==> config.mk <==
export PLATFORM = sky130hd
export DESIGN_NAME = fp_mul_pipe_flat
export DESIGN_NICKNAME = d
export VERILOG_FILES = /design/src/rtl/fp_pkg.sv /design/src/rtl/fp_mul_pipe_if.sv /design/src/rtl/fp_classify.sv /design/src/rtl/fp_mul_pipe.sv /design/src/flat_wrapper.sv
export SDC_FILE = /design/constraint.sdc
export NUM_CORES = 2
export LEC_CHECK = 0
export BUFFER_PORTS_ARGS = -buffer_cell sky130_fd_sc_hd__buf_2
export CAP_MARGIN = 20
export CORE_MARGIN = 2
export CORE_UTILIZATION = 40
export DETAILED_ROUTE_END_ITERATION = 10
export SYNTH_ARGS = -nofsm -noshare
export SYNTH_HDL_FRONTEND = slang
export SYNTH_HIERARCHICAL = 1
export SYNTH_SLANG_ARGS = --single-unit
==> constraint.sdc <==
create_clock -name clk -period 6.4 [get_ports clk]
set_input_delay 0.96 -clock clk [delete_from_list [all_inputs] [get_ports clk]]
set_output_delay 0.96 -clock clk [all_outputs]
set_load 0.02 [all_outputs]
==> src/rtl/fp_pkg.sv <==
// Shared types and helpers for the parametrised floating-point multiplier.
// Operand classes, flag bit positions, exponent bias and canonical quiet NaN.
package fp_pkg;

  typedef enum logic [2:0] {
    FP_ZERO,
    FP_NORM,
    FP_INF,
    FP_QNAN,
    FP_SNAN
  } fp_class_e;

  localparam int FLAGS_W = 4;
  localparam int FLAG_NX = 0;
  localparam int FLAG_UF = 1;
  localparam int FLAG_OF = 2;
  localparam int FLAG_NV = 3;

  function automatic int fp_bias(input int exp_w);
    return (1 << (exp_w - 1)) - 1;
  endfunction

  // Positive quiet NaN: exponent all ones, only the mantissa MSB set.
  function automatic logic [63:0] fp_canon_nan(input int exp_w, input int man_w);
    return (((64'd1 << exp_w) - 64'd1) << man_w) | (64'd1 << (man_w - 1));
  endfunction

endpackage

==> src/rtl/fp_mul_pipe_if.sv <==
// Operand/result handshake bundle for fp_mul_pipe.
// The producer/consumer side uses master, the multiplier uses slave.
interface fp_mul_pipe_if
  import fp_pkg::*;
#(
  parameter int EXP_W = 8,
  parameter int MAN_W = 23
);
  localparam int W = 1 + EXP_W + MAN_W;

  logic               in_valid;
  logic               in_ready;
  logic [W-1:0]       in_a;
  logic [W-1:0]       in_b;
  logic               out_valid;
  logic               out_ready;
  logic [W-1:0]       out_result;
  logic [FLAGS_W-1:0] out_flags;

  modport master (
    output in_valid, in_a, in_b, out_ready,
    input  in_ready, out_valid, out_result, out_flags
  );

  modport slave (
    input  in_valid, in_a, in_b, out_ready,
    output in_ready, out_valid, out_result, out_flags
  );

endinterface

==> src/rtl/fp_classify.sv <==
// Combinational operand classifier working on the exponent/mantissa fields.
// Subnormals are reported as zero (denormals-are-zero).
module fp_classify
  import fp_pkg::*;
#(
  parameter int EXP_W = 8,
  parameter int MAN_W = 23
) (
  input  logic [EXP_W+MAN_W-1:0] op_mag,
  output fp_class_e              cls
);

  logic [EXP_W-1:0] exp_f;
  logic [MAN_W-1:0] man_f;

  assign exp_f = op_mag[EXP_W+MAN_W-1 -: EXP_W];
  assign man_f = op_mag[MAN_W-1:0];

  always_comb begin
    cls = FP_NORM;
    if (exp_f == '0) begin
      cls = FP_ZERO;
    end else if (&exp_f) begin
      if (man_f == '0)
        cls = FP_INF;
      else if (man_f[MAN_W-1])
        cls = FP_QNAN;
      else
        cls = FP_SNAN;
    end
  end

endmodule

==> src/rtl/fp_mul_pipe.sv <==
// Three-stage pipelined IEEE-754 multiplier, round-to-nearest-even, FTZ/DAZ,
// with valid/ready backpressure that collapses bubbles under stall.
module fp_mul_pipe
  import fp_pkg::*;
#(
  parameter int EXP_W = 8,
  parameter int MAN_W = 23
) (
  input logic         clk,
  input logic         rst,
  fp_mul_pipe_if.slave bus
);

  localparam int W  = 1 + EXP_W + MAN_W;
  localparam int EW = EXP_W + 2;
  localparam int PW = 2 * (MAN_W + 1);

  localparam logic [W-1:0]         QNAN      = W'(fp_canon_nan(EXP_W, MAN_W));
  localparam logic signed [EW-1:0] BIAS_S    = EW'(fp_bias(EXP_W));
  localparam logic signed [EW-1:0] EXP_MAX_S = EW'((1 << EXP_W) - 1);

  // Stage handshake: each stage can take new data if it is empty or its
  // successor is taking its current contents this cycle.
  logic v1_reg, v2_reg, v3_reg;
  logic ld1, ld2, ld3;

  assign ld3 = !v3_reg || bus.out_ready;
  assign ld2 = !v2_reg || ld3;
  assign ld1 = !v1_reg || ld2;

  assign bus.in_ready = ld1;

  // ---------------- S1: unpack, classify, exponent sum, product ----------
  logic [W-1:0] op  [2];
  fp_class_e    cls [2];

  assign op[0] = bus.in_a;
  assign op[1] = bus.in_b;

  genvar gi;
  generate
    for (gi = 0; gi < 2; gi++) begin : g_cls
      fp_classify #(
        .EXP_W (EXP_W),
        .MAN_W (MAN_W)
      ) u_classify (
        .op_mag (op[gi][W-2:0]),
        .cls    (cls[gi])
      );
    end
  endgenerate

  logic                   sign_s1;
  logic signed [EW-1:0]   e_s1;
  logic [PW-1:0]          prod_s1;
  logic                   spec_s1;
  logic [W-1:0]           spec_res_s1;
  logic [FLAGS_W-1:0]     spec_flags_s1;
  logic                   any_nan, any_snan, any_inf, any_zero;

  assign sign_s1  = op[0][W-1] ^ op[1][W-1];
  assign any_snan = (cls[0] == FP_SNAN) || (cls[1] == FP_SNAN);
  assign any_nan  = any_snan || (cls[0] == FP_QNAN) || (cls[1] == FP_QNAN);
  assign any_inf  = (cls[0] == FP_INF) || (cls[1] == FP_INF);
  assign any_zero = (cls[0] == FP_ZERO) || (cls[1] == FP_ZERO);

  assign e_s1 = $signed({2'b00, op[0][W-2 -: EXP_W]})
              + $signed({2'b00, op[1][W-2 -: EXP_W]}) - BIAS_S;
  assign prod_s1 = PW'({1'b1, op[0][MAN_W-1:0]}) * PW'({1'b1, op[1][MAN_W-1:0]});

  always_comb begin
    spec_s1       = 1'b1;
    spec_res_s1   = '0;
    spec_flags_s1 = '0;
    if (any_nan) begin
      spec_res_s1            = QNAN;
      spec_flags_s1[FLAG_NV] = any_snan;
    end else if (any_inf && any_zero) begin
      spec_res_s1            = QNAN;
      spec_flags_s1[FLAG_NV] = 1'b1;
    end else if (any_inf) begin
      spec_res_s1 = {sign_s1, {EXP_W{1'b1}}, {MAN_W{1'b0}}};
    end else if (any_zero) begin
      spec_res_s1 = {sign_s1, {(W-1){1'b0}}};
    end else begin
      spec_s1 = 1'b0;
    end
  end

  logic                 sign1_reg;
  logic signed [EW-1:0] e1_reg;
  logic [PW-1:0]        prod1_reg;
  logic                 spec1_reg;
  logic [W-1:0]         spec_res1_reg;
  logic [FLAGS_W-1:0]   spec_flags1_reg;

  always_ff @(posedge clk or posedge rst) begin
    if (rst) begin
      v1_reg          <= 1'b0;
      sign1_reg       <= 1'b0;
      e1_reg          <= '0;
      prod1_reg       <= '0;
      spec1_reg       <= 1'b0;
      spec_res1_reg   <= '0;
      spec_flags1_reg <= '0;
    end else if (ld1) begin
      v1_reg <= bus.in_valid;
      if (bus.in_valid) begin
        sign1_reg       <= sign_s1;
        e1_reg          <= e_s1;
        prod1_reg       <= prod_s1;
        spec1_reg       <= spec_s1;
        spec_res1_reg   <= spec_res_s1;
        spec_flags1_reg <= spec_flags_s1;
      end
    end
  end

  // ---------------- S2: normalise, guard/sticky ---------------------------
  // After normalisation the hidden one sits at bit PW-1 and is dropped.
  logic [PW-2:0]        norm_s2;
  logic signed [EW-1:0] e_s2;
  logic [MAN_W-1:0]     man_s2;
  logic                 g_s2, st_s2;

  assign norm_s2 = prod1_reg[PW-1] ? prod1_reg[PW-2:0] : {prod1_reg[PW-3:0], 1'b0};
  assign e_s2    = e1_reg + EW'(prod1_reg[PW-1]);
  assign man_s2  = norm_s2[PW-2 -: MAN_W];
  assign g_s2    = norm_s2[MAN_W];
  assign st_s2   = |norm_s2[MAN_W-1:0];

  logic                 sign2_reg;
  logic signed [EW-1:0] e2_reg;
  logic [MAN_W-1:0]     man2_reg;
  logic                 g2_reg, st2_reg;
  logic                 spec2_reg;
  logic [W-1:0]         spec_res2_reg;
  logic [FLAGS_W-1:0]   spec_flags2_reg;

  always_ff @(posedge clk or posedge rst) begin
    if (rst) begin
      v2_reg          <= 1'b0;
      sign2_reg       <= 1'b0;
      e2_reg          <= '0;
      man2_reg        <= '0;
      g2_reg          <= 1'b0;
      st2_reg         <= 1'b0;
      spec2_reg       <= 1'b0;
      spec_res2_reg   <= '0;
      spec_flags2_reg <= '0;
    end else if (ld2) begin
      v2_reg <= v1_reg;
      if (v1_reg) begin
        sign2_reg       <= sign1_reg;
        e2_reg          <= e_s2;
        man2_reg        <= man_s2;
        g2_reg          <= g_s2;
        st2_reg         <= st_s2;
        spec2_reg       <= spec1_reg;
        spec_res2_reg   <= spec_res1_reg;
        spec_flags2_reg <= spec_flags1_reg;
      end
    end
  end

  // ---------------- S3: round, range check, pack -------------------------
  logic                 round_inc;
  logic [MAN_W:0]       man_sum;
  logic signed [EW-1:0] e_fin;
  logic                 nx_s3;
  logic [W-1:0]         res_s3;
  logic [FLAGS_W-1:0]   flags_s3;

  assign round_inc = g2_reg && (st2_reg || man2_reg[0]);
  assign man_sum   = {1'b0, man2_reg} + {{MAN_W{1'b0}}, round_inc};
  assign e_fin     = e2_reg + EW'(man_sum[MAN_W]);
  assign nx_s3     = g2_reg || st2_reg;

  always_comb begin
    res_s3   = '0;
    flags_s3 = '0;
    if (spec2_reg) begin
      res_s3   = spec_res2_reg;
      flags_s3 = spec_flags2_reg;
    end else if (e_fin >= EXP_MAX_S) begin
      res_s3            = {sign2_reg, {EXP_W{1'b1}}, {MAN_W{1'b0}}};
      flags_s3[FLAG_OF] = 1'b1;
      flags_s3[FLAG_NX] = 1'b1;
    end else if (e_fin[EW-1] || (e_fin == '0)) begin
      res_s3            = {sign2_reg, {(W-1){1'b0}}};
      flags_s3[FLAG_UF] = 1'b1;
      flags_s3[FLAG_NX] = 1'b1;
    end else begin
      res_s3            = {sign2_reg, e_fin[EXP_W-1:0], man_sum[MAN_W-1:0]};
      flags_s3[FLAG_NX] = nx_s3;
    end
  end

  logic [W-1:0]       res3_reg;
  logic [FLAGS_W-1:0] flags3_reg;

  always_ff @(posedge clk or posedge rst) begin
    if (rst) begin
      v3_reg     <= 1'b0;
      res3_reg   <= '0;
      flags3_reg <= '0;
    end else if (ld3) begin
      v3_reg <= v2_reg;
      if (v2_reg) begin
        res3_reg   <= res_s3;
        flags3_reg <= flags_s3;
      end
    end
  end

  assign bus.out_valid  = v3_reg;
  assign bus.out_result = res3_reg;
  assign bus.out_flags  = flags3_reg;

endmodule

==> src/flat_wrapper.sv <==
// flat-port wrapper written by rule: the top's interface ports become plain ports
module fp_mul_pipe_flat import fp_pkg::*;
#(
  parameter int EXP_W = 8,
  parameter int MAN_W = 23
)
  (clk, rst, bus_in_valid, bus_in_a, bus_in_b, bus_out_ready, bus_in_ready, bus_out_valid, bus_out_result, bus_out_flags);
  fp_mul_pipe_if #(.EXP_W(EXP_W), .MAN_W(MAN_W)) bus_i ();
  input logic clk;
  input logic rst;
  input wire logic [$bits(bus_i.in_valid)-1:0] bus_in_valid;
  input wire logic [$bits(bus_i.in_a)-1:0] bus_in_a;
  input wire logic [$bits(bus_i.in_b)-1:0] bus_in_b;
  input wire logic [$bits(bus_i.out_ready)-1:0] bus_out_ready;
  output wire logic [$bits(bus_i.in_ready)-1:0] bus_in_ready;
  output wire logic [$bits(bus_i.out_valid)-1:0] bus_out_valid;
  output wire logic [$bits(bus_i.out_result)-1:0] bus_out_result;
  output wire logic [$bits(bus_i.out_flags)-1:0] bus_out_flags;
  assign bus_i.in_valid = bus_in_valid;
  assign bus_i.in_a = bus_in_a;
  assign bus_i.in_b = bus_in_b;
  assign bus_i.out_ready = bus_out_ready;
  assign bus_in_ready = bus_i.in_ready;
  assign bus_out_valid = bus_i.out_valid;
  assign bus_out_result = bus_i.out_result;
  assign bus_out_flags = bus_i.out_flags;
  fp_mul_pipe #(.EXP_W(EXP_W), .MAN_W(MAN_W)) u_core (.clk(clk), .rst(rst), .bus(bus_i));
endmodule
* Word-level counts from Yosys, hierarchy flattened
Index checks and enable logic that the tools add are counted.
** Word-level totals
- Output and inout port bits :: 38
- Bits in latches :: 0
- Word-level logic and storage cells :: 91
- Memories :: 0
- Input port bits :: 68
- Flip-flop bits (word level) :: 202
- Memory bits (writable) :: 0
- ROM bits :: 0
** Operators by class
- Shift operators :: 0
- $mul :: 1
- Equality and inequality tests :: 6
- Reductions and logical operators :: 29
- $add $sub $neg :: 5
- Bitwise gates (word level) :: 1
- Muxes and demuxes :: 29
- Div/mod/pow operators :: 0
- Magnitude comparators :: 1
** Operators by type and width (count)
- 32-bit 2-to-1 mux :: 5
- 31-bit 2-to-1 mux :: 2
- 24-bit by 24-bit multiplier with 48-bit output :: 1
- 47-bit 2-to-1 mux :: 1
- 23-bit zero test :: 2
- 3-bit 2-to-1 mux :: 9
- 23-bit by 1-bit adder with 24-bit output :: 1
- 23-bit OR reduction :: 1
- 10-bit by 1-bit adder with 10-bit output :: 2
- 8-bit zero test :: 2
- 8-bit AND reduction :: 2
- 3-bit by 2-bit == test with 1-bit output (second input constant) :: 4
- 1-bit 2-to-1 mux :: 12
- 1-bit logical OR :: 11
- 10-bit by 9-bit >= comparator with 1-bit output (second input constant) :: 1
- 10-bit zero test :: 1
- 10-bit by 8-bit subtractor with 10-bit output (second input constant) :: 1
- 8-bit by 8-bit adder with 9-bit output :: 1
- 3-bit == test (second input constant) :: 2
- 3-bit zero test :: 2
- 2-bit AND reduction :: 3
- 1-bit zero test :: 3
- 1-bit logical AND :: 2
- 1-bit bitwise XOR :: 1

* Longest topological paths before layout
- Word-level depth :: 10
- Depth in mapped cells :: 26
- Gate-level depth less buffers :: 24

* By module
The synthesis kept the hierarchy.
** By module, submodules not included
- fp_mul_pipe :: times used 1, area each 25698.4 sq um, seq. area each 3603.5 sq um, cells an instance 2867
- fp_classify :: times used 2, area each 172.7 sq um, seq. area each 0.0 sq um, cells an instance 18

* Worst setup path before layout
OpenSTA, ideal clock, no wires.
- Path type :: input to register
- Start point :: input port bus_in_b[12]
- End point :: register u_core.prod1_reg[47]
- Path buffers :: 2
- Required time :: 6.276 ns
- Cell stages on the path :: 24
- Arrival :: 6.803 ns
- Setup time :: 0.124 ns
- Slack :: -0.527 ns
- Path through :: clkbuf_1 > clkbuf_1 > nand2_1 > fa_1 > inv_1 > fa_1 > inv_1 > fa_1 > inv_1 > fa_1 > fa_1 > fa_1 > inv_1 > fa_1 > inv_1 > ha_1 > a21oi_1 > nor2b_1 > o21ai_0 > nand4b_1 > o211ai_1 > a21oi_2 > a21o_1 > a211o_1
** On the way
- Cells in the longest elaborated chain, start to end :: 1
** Ends and longest elaborated chain
- start: declaration :: RTL line flat_wrapper.sv:13 : input wire logic [$bits(bus_i.in_b)-1:0] bus_in_b;
- 24-bit by 24-bit multiplier with 48-bit output :: RTL line fp_mul_pipe.sv:69 : assign prod_s1 = PW'({1'b1, op[0][MAN_W-1:0]}) * PW'({1'b1, op[1][MAN_W-1:0]});
- end signal: assignment :: RTL line fp_mul_pipe.sv:111 : prod1_reg <= prod_s1;
- end: declaration :: RTL line fp_mul_pipe.sv:92 : logic [PW-1:0] prod1_reg;
No other way between the ends.
A chain may end at the register's enable or synchronous reset.

* Worst setup path in the final report
- Start point :: input port bus_in_b[22]
- End point :: register u_core.prod1_reg[47]
Same word-level chain as after synthesis.

==> impl_summary.md <==
Run status
The run finished, with violations left. The checks that failed: setup timing.

Worst setup path
The largest fanout on the critical path is 14. The endpoint kind of the worst setup timing path is a flip-flop. The type of the setup path with the least slack is in -> reg. The worst register-to-register path has a setup slack of about 1700 ps. The endpoint identified for the worst register-to-register timing path is u_core/bus.out_result[23].

The required time at the worst-slack endpoint is about 6700 ps. The arrival time at the worst endpoint is a little under 7000 ps. The type of element launching the critical path is an input pin. The depth of the worst register-to-register path is 18. The startpoint of the worst register-to-register path is u_core/man2_reg[0].

CTS
The maximum level of the CTS H-tree is 4. In this run, CTS created clock tree buffers numbering 17. The cell at the root of the clock tree is clkbuf_16. The hold buffer count at cts is 0. The total clock sinks is 144.

Counting along the longest clock path gives a buffer depth of 2. The worst-skew pair later-pin latency is around 420 ps. The post-CTS clock slew at the launch and capture registers of the worst setup and hold paths is roughly 70 ps. The TritonCTS clock tree is yes.

Global route
The first global-routing pass estimated roughly 120000 µm of wire. The aggregate global routing overflow is 0. The overall routing resource usage is around 23%. The number of antenna violations at the first check in global routing was 1. The via count of the first global-routing pass is between 20000 and 25000. Entering global routing, the biggest net connects roughly 120 pins.

Synth
The warning count from the yosys run is 6. Sorting the synthesized cells by area gives the leading types as fa_1, dfrtp_1, ha_1. The cell count after synthesis came out at approximately 2900. The flop and latch count out of synthesis is about 140. The flip-flop cell with the highest count after synthesis is dfrtp_1. Of the synthesized area, sequential elements account for 13.8%. The biggest area consumer among synthesized cells is fa_1.

The number of distinct library cells after synthesis is 73. In the synthesized netlist the async set-or-reset flop fraction comes to 100%. The synthesized netlist net count is approximately 3600.

The cell area after technology mapping is between 0.02 and 0.03 mm². A synthesized cell averages 8.97 µm². In this run, synthesis inferred 0 flip-flops with an integrated enable. The top cell type by area accounts for a little under two fifths of the synthesized area.

Run
The number of maximum-capacitance constraint violations is 0.

Placed design
The detailed placer's ending HPWL is roughly 63000 µm. The final RePlAce weighted congestion is 0.929. The total of buffers placed on input and output ports is 105. The cell area reported after detailed placement is ~0.030 mm².

Timing
The number of hold violations in the final report came to 0. The maximum clock frequency is roughly 150 MHz. For the pin with the worst max-slew slack, the measured transition is about 690 ps. The ratio of final minimum period to clock period is 103%.

The number of setup violations in the final report is 16. Between clock sinks in the finished design, the worst skew comes to approximately 12 ps. The final critical-path setup slack is -205 ps. The final max-slew violation count is 0. In this run the tightest slew margin relative to its limit is a little over half. The final setup TNS is -1800 ps. Counting I/O delays and the setup requirement, the final critical path takes roughly 6600 ps. Setup repair after global routing could not meet its margin everywhere.

Floorplanning
The overall die area is between 0.06 and 0.07 mm². The number of cell rows is just over 90. In this run the count of I/O pins placed on the die edge is 106. The core area is 0.0645 mm². The initial cell density of the core is between 40% and 50%. The vertical die dimension is about 260 µm. In this run the horizontal extent of the chip is around 260 µm.

Detailed routing
The DRC violation count after routing is 0. The first detailed-routing pass ran for 5 iterations. The violation count after the first detailed-routing iteration is roughly 1400. The average wire per cell in the routed design is roughly 19 µm. The sum of routed wire length over all layers is between 70000 and 80000 µm. In the routed layout, each cell is associated on average with a via count of roughly 5. The number of routed nets with antenna violations is 0. Across all layers, the routed design uses between 20000 and 25000 vias.

Finish
In the layout the commonest cells are inv_1, fa_1, nand2_1. The cell area after layout is around 0.032 mm². From synthesis to final layout, the design area changed by 24.3%. The layout cell share with drive strength beyond 1 is a little under a quarter. At the end of the flow the core is filled with cells to 50.2%. The commonest non-fill, non-tap cell in the layout is inv_1. The post-layout net count is 3976. The register with the most flip-flops in the layout has between 40 and 50 of them. The number of diodes is 0.

Worst hold path
The worst hold path terminates at u_core/bus.out_result[13]. In this run the most critical hold path is launched from u_core/bus.out_result[13]. The worst hold path passes through 2 cells. The worst hold path belongs to the class reg -> reg.
## layer usage
metal | share of wire, % | GRT usage, % | up-vias
met4 | 2.3 | 5.57 | 0
met2 | 47 | 37.8 | 685
met5 | 0 | 0 | -
li1 | - | - | 9522
met1 | 45 | 32.1 | 10400
met3 | 6.3 | 3.02 | 110
## critical path: stages
cell     delay, ps
buf_4          160
buf_12         150
buf_4          180
and2_1         180
fa_1           460
fa_1           490
inv_1           60
fa_1           540
fa_1           450
fa_1           520
inv_1           60
fa_1           470
ha_1           360
ha_4           230
a21o_1         160
a21o_1         160
a21oi_2        160
nor2b_2         80
o41ai_4        460
a21oi_2        150
a21o_1         180
a211o_1        280
## worst max path at each step
stage / startpoint / endpoint / slack [ps] / depth (start not counted)
after CTS: bus_in_b[18] / u_core/prod1_reg[47] / -180 / 22
after global routing: bus_in_a[1] / u_core/prod1_reg[47] / -400 / 23
after global placement: bus_in_b[3] / u_core/prod1_reg[42] / -910 / 23
after floorplan: bus_in_b[7] / u_core/prod1_reg[47] / -180 / 24
final: bus_in_b[22] / u_core/prod1_reg[47] / -200 / 22
after detailed placement: bus_in_b[3] / u_core/prod1_reg[42] / -1050 / 23
## cell usage after synthesis (3+ instances only)
cell type and instances:
inv_1 594, fa_1 483, nand2_1 447, and2_1 245, ha_1 194, dfrtp_1 144
clkbuf_1 123, o21ai_0 99, nor2_1 76, a21oi_1 62, xnor2_1 47, nand3_1 37
xor2_1 31, o21ai_1 29, mux2i_1 28, nand4_1 28, a21o_1 22, nor3_1 17
and3_1 15, nor2b_1 11, nor4_1 11, o21bai_1 10, mux2_2 9, nand2b_1 9
a211oi_1 8, and4_1 8, buf_2 8, o211ai_1 8, a221o_1 7, o31ai_1 7
a211o_1 6, buf_1 6, nor4_2 6, a31oi_1 5, o21a_1 5, nor4_4 4
a21oi_2 3, clkinv_1 3, o311ai_0 3, or3_1 3
## stage by stage
stage	std cells	setup slack (ps)	hold slack, ps
after detailed placement	4007	-1050	469
after floorplan	2903	-175	439
after CTS	4085	-178	483
final	4099	-205	478
after global placement	4007	-906	459
after global routing	4099	-395	502
## kinds of logic after synthesis
group	Yosys count	share of synthesized area, %
adders and majority gates	677	46.4
xor gates and xnor gates	78	2.62
buffers and inverters	737	10.7
AOI/OAI and AO/OA	295	7.17
DFF	144	13.8
muxes	37	1.47
and+or+nand+nor	935	17.7
## layout make-up
type,instances,area [µm²]
clock buffers,21,470
clock inverters,11,224
fillers,5980,32100
inverters,597,2290
multi-input cells,2022,20700
flip-flops and latches,144,3600
well taps,855,1070
repair buffers,449,4000
## what timing repair did
action | in CTS | in global routing
resized for setup | 229 | 159
setup endpoints to repair | 31 | 32
cloned | 1 | 1
pin swaps | 121 | 113
buffers inserted | 46 | 14
Power is left out: the tool's default activity adds up to more than one toggle a clock period on the data nets, which glitch-free logic cannot reach.
